<file path="config.mk">
export PLATFORM = sky130hd
export DESIGN_NAME = score_counter_flat
export DESIGN_NICKNAME = d
export VERILOG_FILES = /design/src/rtl/score_counter_if.sv /design/src/rtl/score_counter.sv /design/src/flat_wrapper.sv
export SDC_FILE = /design/constraint.sdc
export NUM_CORES = 1
export LEC_CHECK = 0
export ABC_AREA = 1
export CELL_PAD_IN_SITES_DETAIL_PLACEMENT = 0
export CELL_PAD_IN_SITES_GLOBAL_PLACEMENT = 2
export CORE_MARGIN = 2
export CORE_UTILIZATION = 26
export CTS_CLUSTER_DIAMETER = 150
export DETAILED_ROUTE_END_ITERATION = 10
export GPL_TIMING_DRIVEN = 1
export PLACE_DENSITY_LB_ADDON = 0.08
export SYNTH_ARGS = -nofsm -noshare
export SYNTH_HDL_FRONTEND = slang
export SYNTH_SLANG_ARGS = --single-unit
</file>
<file path="constraint.sdc">
create_clock -name Clock -period 2 [get_ports Clock]
set_input_delay 0.4 -clock Clock [delete_from_list [all_inputs] [get_ports Clock]]
set_output_delay 0.4 -clock Clock [all_outputs]
set_load 0.02 [all_outputs]
</file>
<file path="src/rtl/score_counter_if.sv">
// Score counter bus: qualifier inputs, clear, and score/display outputs.
// Latency: none (wiring only).
// Backpressure: none; the inputs are level qualifiers sampled on every clock.
interface score_counter_if #(
    parameter int DIGITS = 2
);
    logic                  lwin;
    logic                  lno;
    logic                  Light;
    logic                  clear;
    logic [4*DIGITS-1:0]   count;
    logic [4*DIGITS-1:0]   best;
    logic [7*DIGITS-1:0]   hexDisplay;
    logic                  maxed;
    logic                  wrap;

    // The stimulus side drives the qualifiers and reads back the score.
    modport master (
        output lwin, lno, Light, clear,
        input  count, best, hexDisplay, maxed, wrap
    );

    // The counter samples the qualifiers and drives the score.
    modport slave (
        input  lwin, lno, Light, clear,
        output count, best, hexDisplay, maxed, wrap
    );
endinterface

</file>
<file path="src/rtl/score_counter.sv">
// BCD score counter: rising-edge event counting, round clear with best-score capture, 7-seg display.
// Latency: count, best and wrap update one cycle after the qualifying posedge; display and maxed follow count combinationally.
// Backpressure: none; at all nines the counter either holds or wraps to zero with a wrap pulse.
module score_counter #(
    parameter int DIGITS   = 2,
    parameter int SATURATE = 1,
    parameter int BLANK_LZ = 0
) (
    input  logic          Clock,
    input  logic          Reset,
    score_counter_if.slave bus
);
    localparam int W = 4 * DIGITS;

    logic [W-1:0]          count_q, count_d;
    logic [W-1:0]          best_q, best_d;
    logic                  ev_prev_q, ev_prev_d;
    logic                  wrap_q, wrap_d;

    logic                  ev;
    logic                  inc;
    logic [W-1:0]          count_inc;
    logic                  carry;
    logic                  all_nines;
    logic [7*DIGITS-1:0]   hex_dat;
    logic                  lead;
    logic [3:0]            dig;

    // Active-low gfedcba pattern for one BCD digit; non-BCD codes go blank.
    function automatic logic [6:0] seg7(input logic [3:0] d);
        case (d)
            4'd0:    seg7 = 7'b1000000;
            4'd1:    seg7 = 7'b1111001;
            4'd2:    seg7 = 7'b0100100;
            4'd3:    seg7 = 7'b0110000;
            4'd4:    seg7 = 7'b0011001;
            4'd5:    seg7 = 7'b0010010;
            4'd6:    seg7 = 7'b0000010;
            4'd7:    seg7 = 7'b1111000;
            4'd8:    seg7 = 7'b0000000;
            4'd9:    seg7 = 7'b0010000;
            default: seg7 = 7'b1111111;
        endcase
    endfunction

    // Qualified event and its rising edge; a held event counts only once.
    always_comb begin
        ev  = bus.Light & bus.lwin & ~bus.lno;
        inc = ev & ~ev_prev_q;
    end

    // Ripple BCD increment of the current score and the all-nines detect.
    always_comb begin
        count_inc = count_q;
        carry     = 1'b1;
        all_nines = 1'b1;
        for (int i = 0; i < DIGITS; i++) begin
            if (count_q[4*i +: 4] != 4'd9) begin
                all_nines = 1'b0;
            end
            if (carry) begin
                if (count_q[4*i +: 4] == 4'd9) begin
                    count_inc[4*i +: 4] = 4'd0;
                end else begin
                    count_inc[4*i +: 4] = count_q[4*i +: 4] + 4'd1;
                    carry               = 1'b0;
                end
            end
        end
    end

    // Next state: clear beats increment; best captures on clear only.
    // Packed BCD with valid digits orders the same as plain binary, so '>' is a BCD magnitude compare.
    always_comb begin
        count_d   = count_q;
        best_d    = best_q;
        wrap_d    = 1'b0;
        ev_prev_d = ev;
        if (bus.clear) begin
            count_d = '0;
            if (count_q > best_q) begin
                best_d = count_q;
            end
        end else if (inc) begin
            if (!all_nines) begin
                count_d = count_inc;
            end else if (SATURATE == 0) begin
                count_d = '0;
                wrap_d  = 1'b1;
            end
        end
    end

    // State registers with synchronous reset overriding clear and increment.
    always_ff @(posedge Clock) begin
        if (Reset) begin
            count_q   <= '0;
            best_q    <= '0;
            ev_prev_q <= 1'b0;
            wrap_q    <= 1'b0;
        end else begin
            count_q   <= count_d;
            best_q    <= best_d;
            ev_prev_q <= ev_prev_d;
            wrap_q    <= wrap_d;
        end
    end

    // Display decode, scanning from the top digit so leading zeros can blank; digit 0 always shows.
    always_comb begin
        hex_dat = '1;
        lead    = 1'b1;
        dig     = 4'd0;
        for (int i = DIGITS - 1; i >= 0; i--) begin
            dig = count_q[4*i +: 4];
            if ((BLANK_LZ != 0) && lead && (dig == 4'd0) && (i != 0)) begin
                hex_dat[7*i +: 7] = 7'b1111111;
            end else begin
                hex_dat[7*i +: 7] = seg7(dig);
                lead              = 1'b0;
            end
        end
    end

    assign bus.count      = count_q;
    assign bus.best       = best_q;
    assign bus.hexDisplay = hex_dat;
    assign bus.maxed      = all_nines;
    assign bus.wrap       = wrap_q;
endmodule

</file>
<file path="src/flat_wrapper.sv">
// flat-port wrapper written by rule: the top's interface ports become plain ports
module score_counter_flat 
#(
    parameter int DIGITS   = 2,
    parameter int SATURATE = 1,
    parameter int BLANK_LZ = 0
)
  (Clock, Reset, bus_lwin, bus_lno, bus_Light, bus_clear, bus_count, bus_best, bus_hexDisplay, bus_maxed, bus_wrap);
  score_counter_if #(.DIGITS(DIGITS)) bus_i ();
  input  logic Clock;
  input  logic Reset;
  input wire logic [$bits(bus_i.lwin)-1:0] bus_lwin;
  input wire logic [$bits(bus_i.lno)-1:0] bus_lno;
  input wire logic [$bits(bus_i.Light)-1:0] bus_Light;
  input wire logic [$bits(bus_i.clear)-1:0] bus_clear;
  output wire logic [$bits(bus_i.count)-1:0] bus_count;
  output wire logic [$bits(bus_i.best)-1:0] bus_best;
  output wire logic [$bits(bus_i.hexDisplay)-1:0] bus_hexDisplay;
  output wire logic [$bits(bus_i.maxed)-1:0] bus_maxed;
  output wire logic [$bits(bus_i.wrap)-1:0] bus_wrap;
  assign bus_i.lwin = bus_lwin;
  assign bus_i.lno = bus_lno;
  assign bus_i.Light = bus_Light;
  assign bus_i.clear = bus_clear;
  assign bus_count = bus_i.count;
  assign bus_best = bus_i.best;
  assign bus_hexDisplay = bus_i.hexDisplay;
  assign bus_maxed = bus_i.maxed;
  assign bus_wrap = bus_i.wrap;
  score_counter #(.DIGITS(DIGITS), .SATURATE(SATURATE), .BLANK_LZ(BLANK_LZ)) u_core (.Clock(Clock), .Reset(Reset), .bus(bus_i));
endmodule
</file>
==> results of run 1 <==
## cells by family (layout without fill, tap and decap cells)
| group | after synthesis | in the layout | synth area share (%) |
|---|---|---|---|
| AO/OA/AOI/OAI | 17 | 17 | 5.056 |
| buffers and inverters | 39 | 124 | 8.141 |
| AND/OR/NAND/NOR | 149 | 149 | 39.59 |
| adder cells (fa/ha/maj) | 22 | 22 | 14.44 |
| flip-flops | 31 | 31 | 32.57 |
| other | 1 | 1 | 0.1968 |
## flip-flops by register name (all words and copies together), names as in the netlist
name and cells:
u_core.bus.best 8, u_core.bus.count 8, u_core.bus.hexDisplay 14, u_core.ev_prev_q 1
## cell type report
| cell class | count | area (sq um) |
|---|---|---|
| fillers | 752 | 4252 |
| well taps | 99 | 123.9 |
| multi-input cells | 189 | 1235 |
| inverters | 35 | 135.1 |
| repair buffers | 81 | 711.9 |
| clock inverters | 3 | 18.77 |
| clock buffers | 5 | 68.82 |
| flip-flops and latches | 31 | 630.6 |
## cell usage after synthesis (all sizes together)
library cell,n,area (sq um)
nor2,19,96.34
ha,22,275.3
dfxtp,31,620.6
a21oi,11,55.05
clkinv,1,5.000
inv,34,127.6
nor3,2,21.27
o21a,1,7.510
nand3,36,230.2
nand3b,1,7.510
o21ai,4,27.53
nand4,6,37.54
buf,4,22.52
conb,1,3.750
nand2,85,361.6
a31oi,1,6.260
## power groups by stage
stage	sequential, W	combinational [W]	clock, W
final	0.000703	0.000735	0.000508
after global routing	0.000711	0.000853	0.000569
after CTS	0.000703	0.000739	0.000542
after detailed placement	0.000718	0.000737	0
after global placement	0.000714	0.000748	0
after floorplan	0.000773	0.000395	0
## what timing repair did
action / 4_1_cts / 5_1_grt
pin swaps: 0 / 16
endpoints found under the hold margin: 0 / 0
setup endpoints to repair: 3 / 13
hold buffers: 0 / 0
gates resized for setup: 4 / 34
setup buffers: 0 / 6
## metal layers
layer	up-vias	share of wire, %	track usage, %
li1	997	-	-
met1	771	52	19.99
met2	26	44	19.52
met3	5	2.8	2.194
met4	0	1.2	4.478
met5	-	0	0
## path summary, 6_finish.rpt
path / from / to / slack [ps] / cells past startpoint
min reg2reg: u_core.bus.best[5] / u_core.bus.best[5] / 510 / 2
max reg2reg: u_core.bus.count[5] / u_core.bus.hexDisplay[0] / 130 / 15
min: bus_lno / u_core.ev_prev_q / 400 / 2
max: u_core.bus.count[2] / bus_count[2] / 130 / 1
## metrics by stage
| step | util, % | hold slack [ps] | TNS [ps] |
|---|---|---|---|
| floorplan | - | 476.8 | 0 |
| global placement | 37.21 | 485.8 | -2845 |
| detailed placement | 37.21 | 502.9 | -3132 |
| CTS | 38.52 | 522.5 | 0 |
| global route | 40.75 | 407.2 | -7.734 |
| finish | 40.75 | 400.8 | 0 |
==> results.tsv, run 1 <==
stage	metric	value	unit
outcome	result of the run	finished, final reports clean	
logic_synthesis	register bit total from synthesis	31	
drt	count of TritonRoute iterations in the first routing pass	4	
grt	total global-route track usage	13.43	%
logic_synthesis	Mapped Nets	287	
drt	post-detailed-route via-to-cell ratio	4.061	
setup_path	Setup CP Type	flip-flop to output port	
cells_and_area	antenna fix cells	0	
setup_path	slowest cell delay on critical path	670	ps
logic_synthesis	sequential fraction of the synthesis area	32.57	%
die	y dimension of the die	89.61	um
sta	Final Skew	6.497	ps
power_and_ir_drop	power density over the cells	665.5	nW/um^2
place	last weighted congestion value of the routability-driven placer	0.7297	
power_and_ir_drop	internal power	0.001237	W
die	width of the chip	89.61	um
sta	Final Slew Violations	0	
clocking	clock transition at the register clock pins on the worst setup and hold paths after CTS	80	ps
sta	part of the cycle the worst path needs	93.70	%
setup_path	crit path buf inv count	1	
cells_and_area	count of nets after finishing	371	
drt	Initial DRC Count	27	
sta	worst path setup slack after routing	126.0	ps
clocking	CTS buffer count	5	
grt	antenna violations before repair	0	
die	site row count	31	
clocking	CTS Buffer Depth	2	
setup_path	Crit path required time	1600	ps
drt	number of nets with antenna violations after routing	0	
clocking	clock latency on the worst-skew pair	280	ps
cells_and_area	design area	2924	sq um
clocking	Clk Tree Root Cell	clkbuf_8	
logic_synthesis	Syn Std Cell Area	1906	sq um
place	placement-stage cell area	2670	sq um
die	core region area	7176	sq um
drt	post-detailed-routing wire length	4957	um
drt	DRC violations left	0	
sta	hold violation total from the final report	0	
cells_and_area	most common cell after layout, fill and taps aside	nand2_1	
die	initial core utilization	26.56	%
flow_run	max-cap check violation count	0	
cells_and_area	leading cell types in the layout, fill and taps excluded	71 x nand2_1, 42 x buf_4, 32 x clkdlybuf4s50_1	
setup_path	cell with the largest stage delay on the worst path	clkdlybuf4s50_1	
power_and_ir_drop	portion of total power attributed to combinational logic	37.8	%
place	post-detailed-placement half-perimeter wirelength	3741	um
cells_and_area	signed area change from the synthesized netlist to the final layout	53.45	%
setup_path	worst-path fanout max	7	
logic_synthesis	number of instances in the synthesized netlist	259	
place	post-placement worst setup slack	-321.6	ps
cells_and_area	Finished Layout Cells	443	
setup_path	arrival time worst endpoint	1470	ps
setup_path	category of the worst setup path capture point	output port	
cells_and_area	share of layout cells above drive strength 1	30.52	%
power_and_ir_drop	Static Leak	1.505	nW
die	number of primary I/O pins	38	
power_and_ir_drop	total power of the final layout	0.001946	W
power_and_ir_drop	worst ir drop on vdd	0.3068	mV
setup_path	cell breakdown of the critical path	clkdlybuf4s50_1	
place	IO buf count	36	
power_and_ir_drop	fraction of power consumed by sequential logic	36.1	%
grt	GRT overflow	0	
sta	clock period minus worst slack	1874	ps
logic_synthesis	count of warnings emitted by yosys	0	
worst_hold_path	type of the tightest min-delay check	input port to flip-flop	
power_and_ir_drop	proportion of total power due to net switching	36.42	%
drt	routed len/inst	11.19	um
grt	global-route wire length before repair	8349	um
sta	f_max	533.6	MHz
clocking	Clock H-tree levels	2	
grt	via count of the first global-routing pass	1746	
clocking	CTS tree	done	
power_and_ir_drop	net switching power figure	0.0007088	W
power_and_ir_drop	relative contribution of the clock network to total power	26.1	%
drt	count of vias placed by the detailed router	1799	
place	placed cell count	429	
grt	largest net degree at the start of global routing	12	
logic_synthesis	Distinct cells, synth	26	
clocking	sink count of the clock tree	31	
logic_synthesis	synthesized area per cell	7.357	sq um
sta	Final setup viols	0	
setup_path	cell family contributing the most delay on the critical path	buffers and inverters	
die	Total Die Area	8030	sq um
setup_path	CP startpoint kind	flip-flop	
Power figures use the tool's default switching activity.
==> run 2: changes to the inputs <==
--- a/config.mk
+++ b/config.mk
@@ -17,3 +17,4 @@
 export SYNTH_ARGS = -nofsm -noshare
 export SYNTH_HDL_FRONTEND = slang
 export SYNTH_SLANG_ARGS = --single-unit
+export TNS_END_PERCENT = 30
==> results.tsv, run 2 (synthesis results as in run 1) <==
stage	metric	value	unit
cells_and_area	share of layout cells above drive strength 1	29.91	%
setup_path	origin of the critical flop-to-flop path	u_core.bus.count[1]	
worst_hold_path	hold path cells	2	
flow_run	max-cap check violation count	0	
setup_path	worst flop-to-flop path endpoint	u_core.bus.hexDisplay[12]	
cells_and_area	antenna fix cells	0	
die	y dimension of the die	89.61	um
setup_path	worst-path fanout max	5	
die	core region area	7176	sq um
setup_path	CP startpoint kind	flip-flop	
sta	sum of negative setup slack	0	ps
cells_and_area	number of flip-flops in the largest register	14	
cells_and_area	number of fill cells in the layout	756	
grt	total global-route track usage	13.43	%
place	post-detailed-placement half-perimeter wirelength	3741	um
sta	part of the cycle the worst path needs	94.09	%
setup_path	depth of the worst register-to-register path	15	
worst_hold_path	hold worst-path end	u_core.ev_prev_q	
sta	setup repair after global routing missed its margin	yes	
setup_path	slowest cell delay on critical path	340	ps
sta	Final Slew Violations	0	
die	initial core utilization	26.56	%
drt	number of nets with antenna violations after routing	0	
grt	global-route wire length before repair	8349	um
place	IO buf count	36	
clocking	sink count of the clock tree	31	
drt	post-detailed-routing wire length	4949	um
cells_and_area	signed area change from the synthesized netlist to the final layout	52.40	%
grt	largest net degree at the start of global routing	12	
setup_path	most frequent cell on the critical path	nand2_1	
clocking	clock latency on the worst-skew pair	280	ps
setup_path	cell with the largest stage delay on the worst path	dfxtp_4	
setup_path	cell breakdown of the critical path	inv_1, ha_2, buf_4, nand3_4, nor2_4, nand2_2, nand2_2, nand3_4, buf_4, ha_2, inv_1, nand2_1, nand2_1, nand2_1, nand2_1	
power_and_ir_drop	power density over the cells	669.9	nW/um^2
drt	count of TritonRoute iterations in the first routing pass	4	
cells_and_area	count of nets after finishing	368	
drt	Initial DRC Count	62	
power_and_ir_drop	total power of the final layout	0.001945	W
setup_path	R2R setup slack	120	ps
drt	routed len/inst	11.25	um
cells_and_area	Finished Layout Cells	440	
clocking	clock transition at the register clock pins on the worst setup and hold paths after CTS	80	ps
clocking	CTS tree	done	
grt	GRT overflow	0	
die	number of primary I/O pins	38	
die	site row count	31	
clocking	CTS buffer count	5	
setup_path	category of the worst setup path capture point	flip-flop	
drt	count of vias placed by the detailed router	1797	
grt	via count of the first global-routing pass	1746	
drt	DRC violations left	0	
grt	antenna violations before repair	0	
sta	clock period minus worst slack	1882	ps
setup_path	arrival time worst endpoint	2120	ps
clocking	CTS Buffer Depth	2	
clocking	hold-fix buffer count after cts	0	
clocking	Clock H-tree levels	2	
worst_hold_path	type of the tightest min-delay check	input port to flip-flop	
clocking	Clk Tree Root Cell	clkbuf_8	
sta	Final Skew	7.382	ps
place	last weighted congestion value of the routability-driven placer	0.7297	
cells_and_area	final core utilization	40.47	%
sta	Final setup viols	0	
power_and_ir_drop	worst ir drop on vdd	0.2959	mV
cells_and_area	most common cell after layout, fill and taps aside	nand2_1	
sta	f_max	531.4	MHz
setup_path	Crit path required time	2240	ps
place	placed cell count	429	
worst_hold_path	start point of the worst hold path	bus_lno	
power_and_ir_drop	Static Leak	1.492	nW
sta	hold violation total from the final report	0	
drt	post-detailed-route via-to-cell ratio	4.084	
cells_and_area	leading cell types in the layout, fill and taps excluded	70 x nand2_1, 39 x buf_4, 32 x clkdlybuf4s50_1	
setup_path	Setup CP Type	flip-flop to flip-flop	
outcome	result of the run	finished, final reports clean	
die	width of the chip	89.61	um
die	Total Die Area	8030	sq um
## run 2: cell count changes in the layout (fill, tap and decap cells not counted), sizes merged
| cell | delta |
|---|---|
| buf | -3 |
## run 2: layout make-up
cell class                      count  area (sq um)  share of cell area [%]
Multi-Input combinational cell    189          1237                   42.61
Timing Repair Buffer               78         689.4                   23.74
Sequential cell                    31         630.6                   21.71
Inverter                           35         135.1                   4.653
Tap cell                           99         123.9                   4.265
Clock buffer                        5         68.82                   2.370
Clock inverter                      3         18.77                  0.6463
## run 2: routing by layer
metal	routed length [um]	vias up	share of wire [%]	global-route usage, %
li1	-	992	-	-
met1	2574	774	52	19.99
met2	2175	26	44	19.52
met3	137	5	2.8	2.194
met4	61	0	1.2	4.478
met5	0	-	0	0
## run 2: worst max-delay path by stage
stage                         from                   endpoint  slack (ps)  cells past startpoint
2_1_floorplan  u_core.bus.count[1]   u_core.bus.hexDisplay[3]          30                     15
3_5_place_dp              bus_lwin  u_core.bus.hexDisplay[10]        -320                     12
3_3_place_gp             bus_Light  u_core.bus.hexDisplay[10]        -280                     12
6_report       u_core.bus.count[1]  u_core.bus.hexDisplay[12]         120                     15
4_1_cts        u_core.bus.count[1]                  bus_maxed          20                      7
5_1_grt        u_core.bus.count[1]   u_core.bus.hexDisplay[0]         -30                     15
## run 2: timing repair
item	4_1_cts	5_1_grt
gates resized for setup	4	34
pin swaps	0	13
setup buffers	0	3
endpoints found under the setup margin	3	13
## run 2: where the power goes
part           leakage [nW]  internal [W]  switching (W)
clock                0.0445      0.000243       0.000264
combinational          1.19      0.000327       0.000408
sequential            0.254      0.000667      0.0000364
total                  1.49       0.00124       0.000708
## run 2: critical path, delay by kind of cell (launching register included)
family,cells,cell delay (ps)
fa+ha+maj,2,370
buf+inv,4,410
flops,1,340
simple gates,9,710
## run 2: metrics by stage
step	cell area, sq um	hold slack (ps)	setup slack, ps
finish	2904	399.9	118.2
global route	2904	407.3	-33.95
detailed placement	2670	502.9	-321.6
floorplan	1916	476.8	29.34
global placement	2670	485.8	-279.7
CTS	2764	522.5	22.57
